[src/rtl/overlay_sequencer.sv]
// overlay_sequencer: time-shares the VGA text-overlay path among several
// banner generators. One banner is shown for SHOW_FRAMES frames with a
// horizontal scroll, then the overlay is blanked for BLANK_FRAMES frames
// before the next banner is selected. The overlay pixel from the selected
// generator is gated and registered for the colour mixer.
module overlay_sequencer #(
    parameter int NUM_BANNERS  = 4,
    parameter int SHOW_FRAMES  = 120,
    parameter int BLANK_FRAMES = 30,
    parameter int SCROLL_STEP  = 1,
    parameter int X_RANGE      = 640
) (
    input  logic                   clk,
    input  logic                   reset,
    input  logic                   enable,
    input  logic                   frame_tick,
    input  logic                   skip,
    input  logic [9:0]             x,
    input  logic [9:0]             y,
    input  logic                   video_active,
    input  logic [NUM_BANNERS-1:0] ov_in,
    output logic [9:0]             x_scrolled,
    output logic [9:0]             y_pass,
    output logic [2:0]             sel,
    output logic                   overlay_out,
    output logic                   showing
);

    localparam logic [1:0] S_IDLE  = 2'd0;
    localparam logic [1:0] S_SHOW  = 2'd1;
    localparam logic [1:0] S_BLANK = 2'd2;

    localparam logic [7:0]  SHOW_LAST  = 8'(SHOW_FRAMES - 1);
    localparam logic [7:0]  BLANK_LAST = 8'(BLANK_FRAMES - 1);
    localparam logic [2:0]  SEL_LAST   = 3'(NUM_BANNERS - 1);
    localparam logic [10:0] STEP11     = 11'(SCROLL_STEP);
    localparam logic [10:0] RANGE11    = 11'(X_RANGE);

    logic [1:0]  r_state;
    logic [2:0]  r_sel;
    logic [7:0]  r_frame_cnt;
    logic [9:0]  r_x_off;
    logic        r_overlay;

    logic [2:0]  w_sel_next;
    logic [10:0] w_x_sum;
    logic [9:0]  w_x_next;
    logic        w_ov_bit;

    // Next banner index with wrap from the last banner back to banner 0.
    assign w_sel_next = (r_sel == SEL_LAST) ? 3'd0 : (r_sel + 3'd1);

    // Scroll offset advance; the sum is one bit wider so the wrap test sees
    // the true value before the X_RANGE subtraction.
    assign w_x_sum  = {1'b0, r_x_off} + STEP11;
    assign w_x_next = (w_x_sum >= RANGE11) ? 10'(w_x_sum - RANGE11) : w_x_sum[9:0];

    // Pick the selected generator's overlay bit; an index with no banner reads 0.
    always_comb begin
        w_ov_bit = 1'b0;
        for (int i = 0; i < NUM_BANNERS; i++) begin
            if (r_sel == 3'(i)) begin
                w_ov_bit = ov_in[i];
            end
        end
    end

    // Banner sequencing FSM: disable beats skip, skip beats frame_tick.
    always_ff @(posedge clk or posedge reset) begin
        if (reset) begin
            r_state     <= S_IDLE;
            r_sel       <= 3'd0;
            r_frame_cnt <= 8'd0;
            r_x_off     <= 10'd0;
        end else if (!enable) begin
            r_state     <= S_IDLE;
            r_frame_cnt <= 8'd0;
            r_x_off     <= 10'd0;
        end else begin
            case (r_state)
                S_IDLE: begin
                    r_state     <= S_SHOW;
                    r_sel       <= 3'd0;
                    r_frame_cnt <= 8'd0;
                    r_x_off     <= 10'd0;
                end
                S_SHOW: begin
                    if (skip) begin
                        r_state     <= S_SHOW;
                        r_sel       <= w_sel_next;
                        r_frame_cnt <= 8'd0;
                        r_x_off     <= 10'd0;
                    end else if (frame_tick) begin
                        r_x_off <= w_x_next;
                        if (r_frame_cnt == SHOW_LAST) begin
                            r_state     <= S_BLANK;
                            r_frame_cnt <= 8'd0;
                        end else begin
                            r_frame_cnt <= r_frame_cnt + 8'd1;
                        end
                    end
                end
                S_BLANK: begin
                    if (skip) begin
                        r_state     <= S_SHOW;
                        r_sel       <= w_sel_next;
                        r_frame_cnt <= 8'd0;
                        r_x_off     <= 10'd0;
                    end else if (frame_tick) begin
                        if (r_frame_cnt == BLANK_LAST) begin
                            r_state     <= S_SHOW;
                            r_sel       <= w_sel_next;
                            r_frame_cnt <= 8'd0;
                            r_x_off     <= 10'd0;
                        end else begin
                            r_frame_cnt <= r_frame_cnt + 8'd1;
                        end
                    end
                end
                default: begin
                    r_state     <= S_IDLE;
                    r_frame_cnt <= 8'd0;
                    r_x_off     <= 10'd0;
                end
            endcase
        end
    end

    // Registered overlay pixel, gated by visible area and the SHOW state.
    always_ff @(posedge clk or posedge reset) begin
        if (reset) begin
            r_overlay <= 1'b0;
        end else begin
            r_overlay <= w_ov_bit & video_active & (r_state == S_SHOW);
        end
    end

    assign x_scrolled  = x - r_x_off;
    assign y_pass      = y;
    assign sel         = r_sel;
    assign overlay_out = r_overlay;
    assign showing     = (r_state == S_SHOW);

endmodule

[config.mk]
export PLATFORM = sky130hd
export DESIGN_NAME = overlay_sequencer
export DESIGN_NICKNAME = d
export VERILOG_FILES = /design/src/rtl/overlay_sequencer.sv
export SDC_FILE = /design/constraint.sdc
export NUM_CORES = 1
export LEC_CHECK = 0
export CAP_MARGIN = 20
export CORE_MARGIN = 1.5
export CORE_UTILIZATION = 45
export DETAILED_ROUTE_END_ITERATION = 16
export PLACE_DENSITY = 0.78
export SYNTH_ARGS = -nofsm -noshare
export SYNTH_HDL_FRONTEND = slang
export SYNTH_SLANG_ARGS = --single-unit
[constraint.sdc]
create_clock -name clk -period 2.15 [get_ports clk]
set_input_delay 0.43 -clock clk [delete_from_list [all_inputs] [get_ports clk]]
set_output_delay 0.43 -clock clk [all_outputs]
set_load 0.01 [all_outputs]
Word-level counts from Yosys, hierarchy flattened
Index checks and enable logic that the tools add are counted.
{"block": "word_totals", "reg_bits": 24, "input_bits": 30, "elab_cells": 68}
{"block": "op_classes", "add_sub_neg": 5, "magnitude_cmp": 1, "eq_ne": 14, "n_mux": 34, "n_bitwise": 2, "reduce_logical": 7}
{"operator": "10-bit two-way mux", "count": 7}
{"operator": "8-bit two-way mux", "count": 7}
{"operator": "10-bit case mux with 2 select lines", "count": 1}
{"operator": "8-bit case mux with 2 select lines", "count": 1}
{"operator": "3-bit two-way mux", "count": 5}
{"operator": "2-bit two-way mux", "count": 7}
{"operator": "4-bit inequality test (second input constant)", "count": 3}
{"operator": "10-bit by 1-bit adder with 11-bit output (second input constant)", "count": 1}
{"operator": "11-bit by 10-bit >= comparator with 1-bit output (second input constant)", "count": 1}
{"operator": "10-bit subtractor", "count": 1}
{"operator": "10-bit subtractor (second input constant)", "count": 1}
{"operator": "3-bit case mux with 3 select lines", "count": 1}
{"operator": "8-bit by 1-bit adder with 8-bit output (second input constant)", "count": 1}
{"operator": "8-bit by 5-bit equality test with 1-bit output (second input constant)", "count": 1}
{"operator": "8-bit by 7-bit equality test with 1-bit output (second input constant)", "count": 1}
{"operator": "3-bit by 2-bit equality test with 1-bit output (second input constant)", "count": 2}
{"operator": "3-bit inequality test (second input constant)", "count": 2}
{"operator": "2-bit case mux with 3 select lines", "count": 1}
{"operator": "5-bit AND reduction", "count": 1}
{"operator": "1-bit two-way mux", "count": 4}
{"operator": "4-bit by 3-bit inequality test with 1-bit output (second input constant)", "count": 1}
{"operator": "4-bit AND reduction", "count": 1}
{"operator": "3-bit by 1-bit adder with 3-bit output (second input constant)", "count": 1}
{"operator": "3-bit by 1-bit equality test with 1-bit output (second input constant)", "count": 1}
{"operator": "9 further kinds", "count": 10}

Longest topological paths before layout
Gate-level depths: netlist (run 1).
{"block": "depth", "depth_word": 7, "depth_mapped": 8, "mapped_depth_nobuf": 8}

Worst setup path after synthesis (run 1)
Ideal clock, no wire load.
{"block": "synth_path", "kind": "input port to output port", "start": "input port x[0]", "end": "output port x_scrolled[8]", "t_arrival_ns": 1.876, "required_ns": 1.720, "slack_ns": -0.156, "cell_stages": 8, "n_path_buf": 0, "cell_sequence": "inv_1 ha_1 fa_1 nor2b_1 o211ai_1 a21boi_0 o211ai_1 xnor2_1"}
{"block": "synth_via", "elab_chain_len": 1}
{"item": "start, declared", "line_no": "18", "rtl": "input logic [9:0] x,"}
{"item": "10-bit subtractor", "line_no": "138", "rtl": "assign x_scrolled = x - r_x_off;"}
{"item": "end, declared", "line_no": "22", "rtl": "output logic [9:0] x_scrolled,"}
Every way passes these cells.

Worst setup path in the final report (run 1)
{"block": "layout_path", "start": "register r_x_off[0]", "end": "output port x_scrolled[8]"}
{"block": "layout_via", "elab_chain_len": 1}
{"item": "start, declared", "line_no": "42", "rtl": "logic [9:0] r_x_off;"}
{"item": "start signal, assigned", "line_no": "94", "rtl": "r_x_off <= w_x_next;"}
{"item": "10-bit subtractor", "line_no": "138"}
Every way passes these cells.

==> metrics.md, run 1 <==
| Metric | Value |
|---|---|
| Initial core utilization | `between 40% and 50%` |
| Static Leak | `0.00132 µW` |
| Async SR Flop Fraction | `100%` |
| Leading register cell type out of synthesis | `sky130_fd_sc_hd__dfrtp_1` |
| Synth-to-layout area growth | `37.2%` |
| TritonCTS clock tree | `done` |
| Combined area of the multi-input logic cells | `1440 µm²` |
| Root Buffer | `sky130_fd_sc_hd__clkbuf_8` |
| Worst-path clk slew | `0.09 ns` |
| Count of hold-fix buffers inserted at cts | `0` |
| Fraction of the cycle the final worst path needs | `120%` |
| Vias in the first global route | `roughly 2000` |
| Number of flops mapped to enable cells by yosys | `0` |
| Synth warn | `0` |
| Max Buffers Root-to-Sink | `2` |
| Clock latency on the worst-skew pair | `0.27 ns` |
| All-layer global routing usage | `20.9%` |
| Mapped Cells | `242` |
| Critical path start-end classification | `reg2out` |
| FF+latch count, synth | `24` |
| Unrepaired setup endpoints after global routing | `true` |
| Placement row count | `24` |
| Final weighted congestion in routability-driven placement | `0.838` |
| Synthesized area | `2110 µm²` |
| Clock sink total | `24` |
| Worst vdd ir | `532 µV` |
| Count of distinct cell types in the synthesized netlist | `57` |
| Depth of the worst register-to-register path | `8` |
| Minimum hold slack | `roughly 0.5 ns` |
| CTS Buf Count | `3` |
| Power per standard cell area | `535 nW/µm²` |
| Kind of start point of the critical path | `flop` |
| Max Clk Rate | `0.389 GHz` |
| Setup crit end kind | `output port` |
| Antenna violations before repair | `0` |
| Initial detailed-routing violation count | `between 70 and 80` |
| Area of all sequential standard cells | `602 µm²` |
| Minimum clock period after layout | `2.57 ns` |
| Antenna Diode Count | `0` |
| Vias per cell | `5.58` |
| Post-route ant nets | `0` |
| Post-route DRC | `7` |
| Final instance area | `2890 µm²` |
| Final HPWL DP | `approximately 3600 µm` |
| Most frequent cells in the layout | `sky130_fd_sc_hd__buf_4, sky130_fd_sc_hd__dfrtp_1, sky130_fd_sc_hd__nand2_1` |
| Die Y-Extent | `71.4 µm` |
| Tightest slew margin relative to the limit | `69.8%` |
| Placed instance count | `355` |
| End-of-flow core utilization | `65.1%` |
| Top fanout value on the critical path | `2` |
| Floorplan die width | `71.4 µm` |
| Final Instance Count excl. Fillers | `367` |
| Most frequent standard cell in the layout excluding fill and tap cells | `sky130_fd_sc_hd__buf_4` |
| Die ar. | `5100 µm²` |
| Layout cell share with drive strength beyond 1 | `28.3%` |
| Arrival time at the worst endpoint | `2.14 ns` |
| Start of the worst register-to-register path | `r_x_off[0]` |
| Max-capacitance violation count | `0` |
| Net count after synthesis | `294` |
| Top cell type by total area after synthesis | `sky130_fd_sc_hd__dfrtp_1` |
| Failing checks | `DRC, setup timing` |
| Post-Route Skew | `0.0102 ns` |
| Area contributors post-synth | `sky130_fd_sc_hd__dfrtp_1, sky130_fd_sc_hd__ha_1, sky130_fd_sc_hd__buf_4` |
| Worst r2r dst | `r_x_off[8]` |
| Slew Limit Fails | `0` |
| Number of fill cells | `between 300 and 400` |
| Routed via count | `2047` |
| Outcome | `complete, but fails checks` |
| Total design power | `1550 µW` |
| Pin count of the biggest net entering global routing | `25` |
| Post-synth top area share | `28.5%` |
| Remaining Overflow, GRT | `0` |
| Sequential-to-total area share from yosys stat | `28.5%` |
| Worst setup slack for register-to-register paths | `0.15 ns` |
| Worst Setup Slack, final | `-0.419 ns` |
| Drt wl/cell | `14.1 µm` |
| Port buffer count | `34` |
| H-tree depth reported by CTS | `1` |
| Wire length after detailed routing | `5180 µm` |
| Layout Nets | `~370` |
| Hold WC Path Type | `in2async` |
| Placed cell area | `around 2700 µm²` |
| Final setup viols | `7` |
| Core region area | `4440 µm²` |
| Global-route wire length before repair | `8690 µm` |
| Critical path data required time | `1.72 ns` |
| Synth Area per Inst | `slightly below 9 µm²` |
| Detailed Routing Iterations Pass 1 | `13` |
| Slew of the pin with the lowest slew margin | `between 0.4 and 0.5 ns` |
| I/O pin count | `55` |
| Hold Fails Final Rpt | `0` |
-- cells in the mapped netlist (2+ instances only) --
cell and count:
sky130_fd_sc_hd__dfrtp_1 24, sky130_fd_sc_hd__ha_1 21, sky130_fd_sc_hd__nand2_1 21, sky130_fd_sc_hd__inv_1 20, sky130_fd_sc_hd__nor2_1 15, sky130_fd_sc_hd__a21oi_1 11
sky130_fd_sc_hd__buf_4 11, sky130_fd_sc_hd__o21ai_0 9, sky130_fd_sc_hd__o21ai_1 9, sky130_fd_sc_hd__xnor2_1 8, sky130_fd_sc_hd__nand3_1 7, sky130_fd_sc_hd__mux2i_1 6
sky130_fd_sc_hd__nor3_1 6, sky130_fd_sc_hd__and3_1 5, sky130_fd_sc_hd__nand2b_1 5, sky130_fd_sc_hd__o211ai_1 5, sky130_fd_sc_hd__nand3b_1 4, sky130_fd_sc_hd__nor2b_1 3
sky130_fd_sc_hd__o21a_1 3, sky130_fd_sc_hd__o31ai_1 3, sky130_fd_sc_hd__a211o_1 2, sky130_fd_sc_hd__a21boi_0 2, sky130_fd_sc_hd__a21o_1 2, sky130_fd_sc_hd__a32o_1 2
sky130_fd_sc_hd__clkbuf_1 2, sky130_fd_sc_hd__nor4b_4 2, sky130_fd_sc_hd__or3_1 2, sky130_fd_sc_hd__or4_1 2, sky130_fd_sc_hd__xor2_1 2
-- cells by family (layout without fill, tap and decap cells) --
kind of cell             count (synthesis)  after routing  synth area share [%]
buffers and inverters                   35            108                  8.25
AND/OR/NAND/NOR                         83             83                  23.1
adder cells (fa/ha/maj)                 22             22                  13.4
XOR/XNOR                                10             10                  4.15
flip-flops                              24             24                  28.5
AO/OA/AOI/OAI                           62             62                  19.8
multiplexers                             6              6                  2.85
-- flip-flops by register name, summed over array words and instances (netlist names) --
register / cells
sel: 3
overlay_out: 1
r_x_off: 10
r_state: 2
r_frame_cnt: 8
-- how the worst max path moves through the flow --
stage,startpoint,endpoint,depth (start not counted)
after floorplan,x[0],x_scrolled[8],8
after global placement,x[0],x_scrolled[8],10
after detailed placement,x[0],x_scrolled[8],10
after CTS,r_x_off[0],x_scrolled[8],9
after global routing,r_x_off[0],x_scrolled[8],9
final,r_x_off[0],x_scrolled[8],9
-- repair_timing --
action	CTS	global route
resized for setup	57	6
setup endpoints to repair	10	11
buffers inserted	6	4
pin swaps	18	11
-- power by group --
part | switching (µW) | internal (µW) | total, µW
combinational | 379 | 371 | 750
sequential | 40.9 | 493 | 534
clock | 139 | 125 | 264
-- per-stage QoR --
| step | TNS [ns] | setup WS (ns) |
|---|---|---|
| after floorplan | -0.0365 | -0.0365 |
| after global placement | -6.56 | -1.01 |
| after CTS | -1.38 | -0.498 |
| after detailed placement | -6.79 | -1.06 |
| final | -1.38 | -0.419 |
| after global routing | -2.12 | -0.561 |
-- critical path: stages (launching register included) --
cell and delay [ns]:
sky130_fd_sc_hd__dfrtp_1 0.40, sky130_fd_sc_hd__ha_2 0.19, sky130_fd_sc_hd__fa_2 0.35, sky130_fd_sc_hd__nor2b_2 0.15
sky130_fd_sc_hd__o211ai_1 0.10, sky130_fd_sc_hd__a21boi_1 0.17, sky130_fd_sc_hd__buf_4 0.13, sky130_fd_sc_hd__o211ai_1 0.10
sky130_fd_sc_hd__xnor2_1 0.14, sky130_fd_sc_hd__buf_2 0.15
-- final cells by class --
type / instances / area share, %
clock buffer: 3 / 1.43
tap: 52 / 2.25
sequential: 24 / 20.8
timing repair buffer: 84 / 23.1
multi-input combinational: 183 / 49.7
inverter: 21 / 2.73
-- routing by layer --
metal	routed length (µm)	track usage, %
met5	0	0
met4	79	6.84
met3	232	1.55
met2	2620	38.3
met1	2250	25.8
Note: power is estimated with default switching activity, not from simulation.
==> run 2: changes to the inputs <==
--- a/config.mk
+++ b/config.mk
@@ -10,6 +10,7 @@
 export CORE_UTILIZATION = 45
 export DETAILED_ROUTE_END_ITERATION = 16
 export PLACE_DENSITY = 0.78
+export REMOVE_ABC_BUFFERS = 1
 export SYNTH_ARGS = -nofsm -noshare
 export SYNTH_HDL_FRONTEND = slang
 export SYNTH_SLANG_ARGS = --single-unit
==> run 2 against run 1 <==
Effect of this change:
- largest cell class unchanged
- largest power group unchanged
- cell area down 2.0%
- combinational power down 4.4%
- register-to-register slack worse by 0.03 ns
- the run still ends with DRC, setup timing left
==> metrics.md, run 2 (same netlist as run 1, synthesis figures left out) <==
| Metric | Value |
|---|---|
| Outcome | `complete, but fails checks` |
| Failing checks | `DRC, setup timing` |
| Max-capacitance violation count | `0 (unchanged)` |
| Arrival time at the worst endpoint | `2.14 ns (about the same)` |
| Port buffer count | `34 (unchanged)` |
| Placed cell area | `2700 µm² (-0.92%)` |
| Final HPWL DP | `3570 µm (-1.4%)` |
| Vias in the first global route | `1924 (-2.4%)` |
| Placement row count | `24 (unchanged)` |
| Static Leak | `0.00130 µW (-1.8%)` |
| Worst-path clk slew | `0.09 ns (about the same)` |
| Unrepaired setup endpoints after global routing | `true` |
| Top fanout value on the critical path | `2 (unchanged)` |
| Die ar. | `5100 µm² (unchanged)` |
| CTS Buf Count | `3 (unchanged)` |
| Tightest slew margin relative to the limit | `71.9% (+2.2 points)` |
| Synth-to-layout area growth | `34.4%` |
| Layout cell share with drive strength beyond 1 | `25.3% (-2.9 points)` |
| Pin count of the biggest net entering global routing | `25 (unchanged)` |
| Post-route DRC | `6 (-1)` |
| Floorplan die width | `71.4 µm (unchanged)` |
| Final setup viols | `7 (unchanged)` |
| Combined area of the multi-input logic cells | `1420 µm² (-1.1%)` |
| Kind of start point of the critical path | `flop` |
| Placed instance count | `352 (-0.85%)` |
| Max Buffers Root-to-Sink | `2 (unchanged)` |
| Global-route wire length before repair | `8420 µm (-3.2%)` |
| Critical path start-end classification | `reg2out` |
| Vias per cell | `5.40 (-3.2%)` |
| Clock sink total | `24 (unchanged)` |
| Worst Setup Slack, final | `-0.421 ns (-0.00214 ns)` |
| All-layer global routing usage | `20.0% (-0.81 points)` |
| Depth of the worst register-to-register path | `8 (unchanged)` |
| Clock latency on the worst-skew pair | `0.27 ns (about the same)` |
| Wire length after detailed routing | `4850 µm (-6.3%)` |
| Post-Route Skew | `0.00647 ns (-0.00370 ns)` |
| Post-route ant nets | `0 (unchanged)` |
| Antenna Diode Count | `0 (unchanged)` |
| Flip-flop count of the largest register after layout | `10 (unchanged)` |
| Minimum hold slack | `0.507 ns (+0.00195 ns)` |
| Routed via count | `1944 (-5.0%)` |
| Power per standard cell area | `549 nW/µm² (+2.6%)` |
| Setup crit end kind | `output port` |
| Count of hold-fix buffers inserted at cts | `0 (unchanged)` |
| Final instance area | `2830 µm² (-2.0%)` |
| Register name with the most flops | `r_x_off` |
| Most frequent standard cell in the layout excluding fill and tap cells | `sky130_fd_sc_hd__buf_4` |
| Initial core utilization | `47.4% (unchanged)` |
| Slew Limit Fails | `0 (unchanged)` |
| Final weighted congestion in routability-driven placement | `0.825 (-1.5%)` |
| Remaining Overflow, GRT | `0 (unchanged)` |
| Detailed Routing Iterations Pass 1 | `10 (-3)` |
| Final Instance Count excl. Fillers | `360 (-1.9%)` |
| Core region area | `4440 µm² (unchanged)` |
| Layout Nets | `361 (-2.2%)` |
| Fraction of the cycle the final worst path needs | `120% (about the same)` |
| Slew of the pin with the lowest slew margin | `0.418 ns (-0.0322 ns)` |
| Root Buffer | `sky130_fd_sc_hd__clkbuf_8` |
| Max Clk Rate | `0.389 GHz (about the same)` |
| Area of all sequential standard cells | `601 µm² (-0.21%)` |
| Minimum clock period after layout | `2.57 ns (+0.00214 ns)` |
| Hold WC Path Type | `in2async` |
| I/O pin count | `55 (unchanged)` |
| Worst vdd ir | `513 µV (-3.5%)` |
| Drt wl/cell | `13.5 µm (-4.5%)` |
| TritonCTS clock tree | `done` |
| Most frequent cells in the layout | `sky130_fd_sc_hd__buf_4, sky130_fd_sc_hd__dfrtp_1, sky130_fd_sc_hd__nand2_1` |
| Hold Fails Final Rpt | `0 (unchanged)` |
| Initial detailed-routing violation count | `60 (-24%)` |
| Number of fill cells | `390 (unchanged)` |
| H-tree depth reported by CTS | `1 (unchanged)` |
| Critical path data required time | `1.72 ns (about the same)` |
| Antenna violations before repair | `0 (unchanged)` |
| Die Y-Extent | `71.4 µm (unchanged)` |
[run 2: layout make-up]
type / count / area share [%]
Timing Repair Buffer: 76 / 21.6
Sequential cell: 24 / 21.2
Tap cell: 52 / 2.30
Clock buffer: 4 / 1.94
Multi-Input combinational cell: 183 / 50.1
Inverter: 21 / 2.78
[run 2: metal layers]
metal | track usage [%] | vias up | routed length [µm]
met5 | 0 | - | 0
met4 | 5.13 | 0 | 42
met3 | 4.22 | 4 | 288
met2 | 35.5 | 60 | 2340
met1 | 24.8 | 890 | 2180
li1 | - | 990 | -
[run 2: worst max-delay path, stage by stage, from the launching register on]
cell and delay [ns]:
sky130_fd_sc_hd__dfrtp_1 0.39, sky130_fd_sc_hd__ha_2 0.20, sky130_fd_sc_hd__fa_2 0.35, sky130_fd_sc_hd__nor2b_2 0.14, sky130_fd_sc_hd__o211ai_1 0.12, sky130_fd_sc_hd__a21boi_2 0.19, sky130_fd_sc_hd__buf_4 0.13, sky130_fd_sc_hd__o211ai_1 0.08
sky130_fd_sc_hd__xnor2_1 0.13, sky130_fd_sc_hd__buf_2 0.14
[run 2: what timing repair did]
action	in CTS	in global routing
setup endpoints to repair	10	10
cloned	0	0
pin swaps	13	8
buffers inserted	4	1
resized for setup	54	6
[run 2: power by group]
group | switching (µW) | leakage [µW] | internal (µW)
clock | 143 | 0.0000288 | 163
sequential | 40.5 | 0.000331 | 493
combinational | 359 | 0.000938 | 357
[run 2: path summary, 6_finish.rpt]
path	start	slack, ns	end
min reg2reg	r_frame_cnt[1]	0.55	r_frame_cnt[1]
max reg2reg	r_x_off[1]	0.12	r_x_off[8]
min	reset	0.51	r_x_off[8]
max in group asynchronous	reset	1.40	r_frame_cnt[7]
min in group clk	r_frame_cnt[1]	0.55	r_frame_cnt[1]
max	r_x_off[0]	-0.42	x_scrolled[8]
[run 2: metrics by stage]
| step | setup WS [ns] | util [%] | total power [µW] | TNS [ns] |
|---|---|---|---|---|
| final | -0.421 | 63.7 | 1560 | -1.38 |
| after global routing | -0.516 | 63.7 | 1680 | -2.18 |
| after CTS | -0.466 | 63.1 | 1570 | -1.55 |
| after global placement | -1.15 | 60.8 | 1240 | -6.94 |
| after floorplan | -0.156 | - | 958 | -0.393 |
| after detailed placement | -1.18 | 60.8 | 1260 | -7.27 |
==> run 3: changes to the inputs <==
--- a/config.mk
+++ b/config.mk
@@ -5,6 +5,7 @@
 export SDC_FILE = /design/constraint.sdc
 export NUM_CORES = 1
 export LEC_CHECK = 0
+export ABC_CLOCK_PERIOD_IN_PS = 2150
 export CAP_MARGIN = 20
 export CORE_MARGIN = 1.5
 export CORE_UTILIZATION = 45
==> results of run 3 <==
The final DEF is identical to that of run 2; final timing and power are the same.
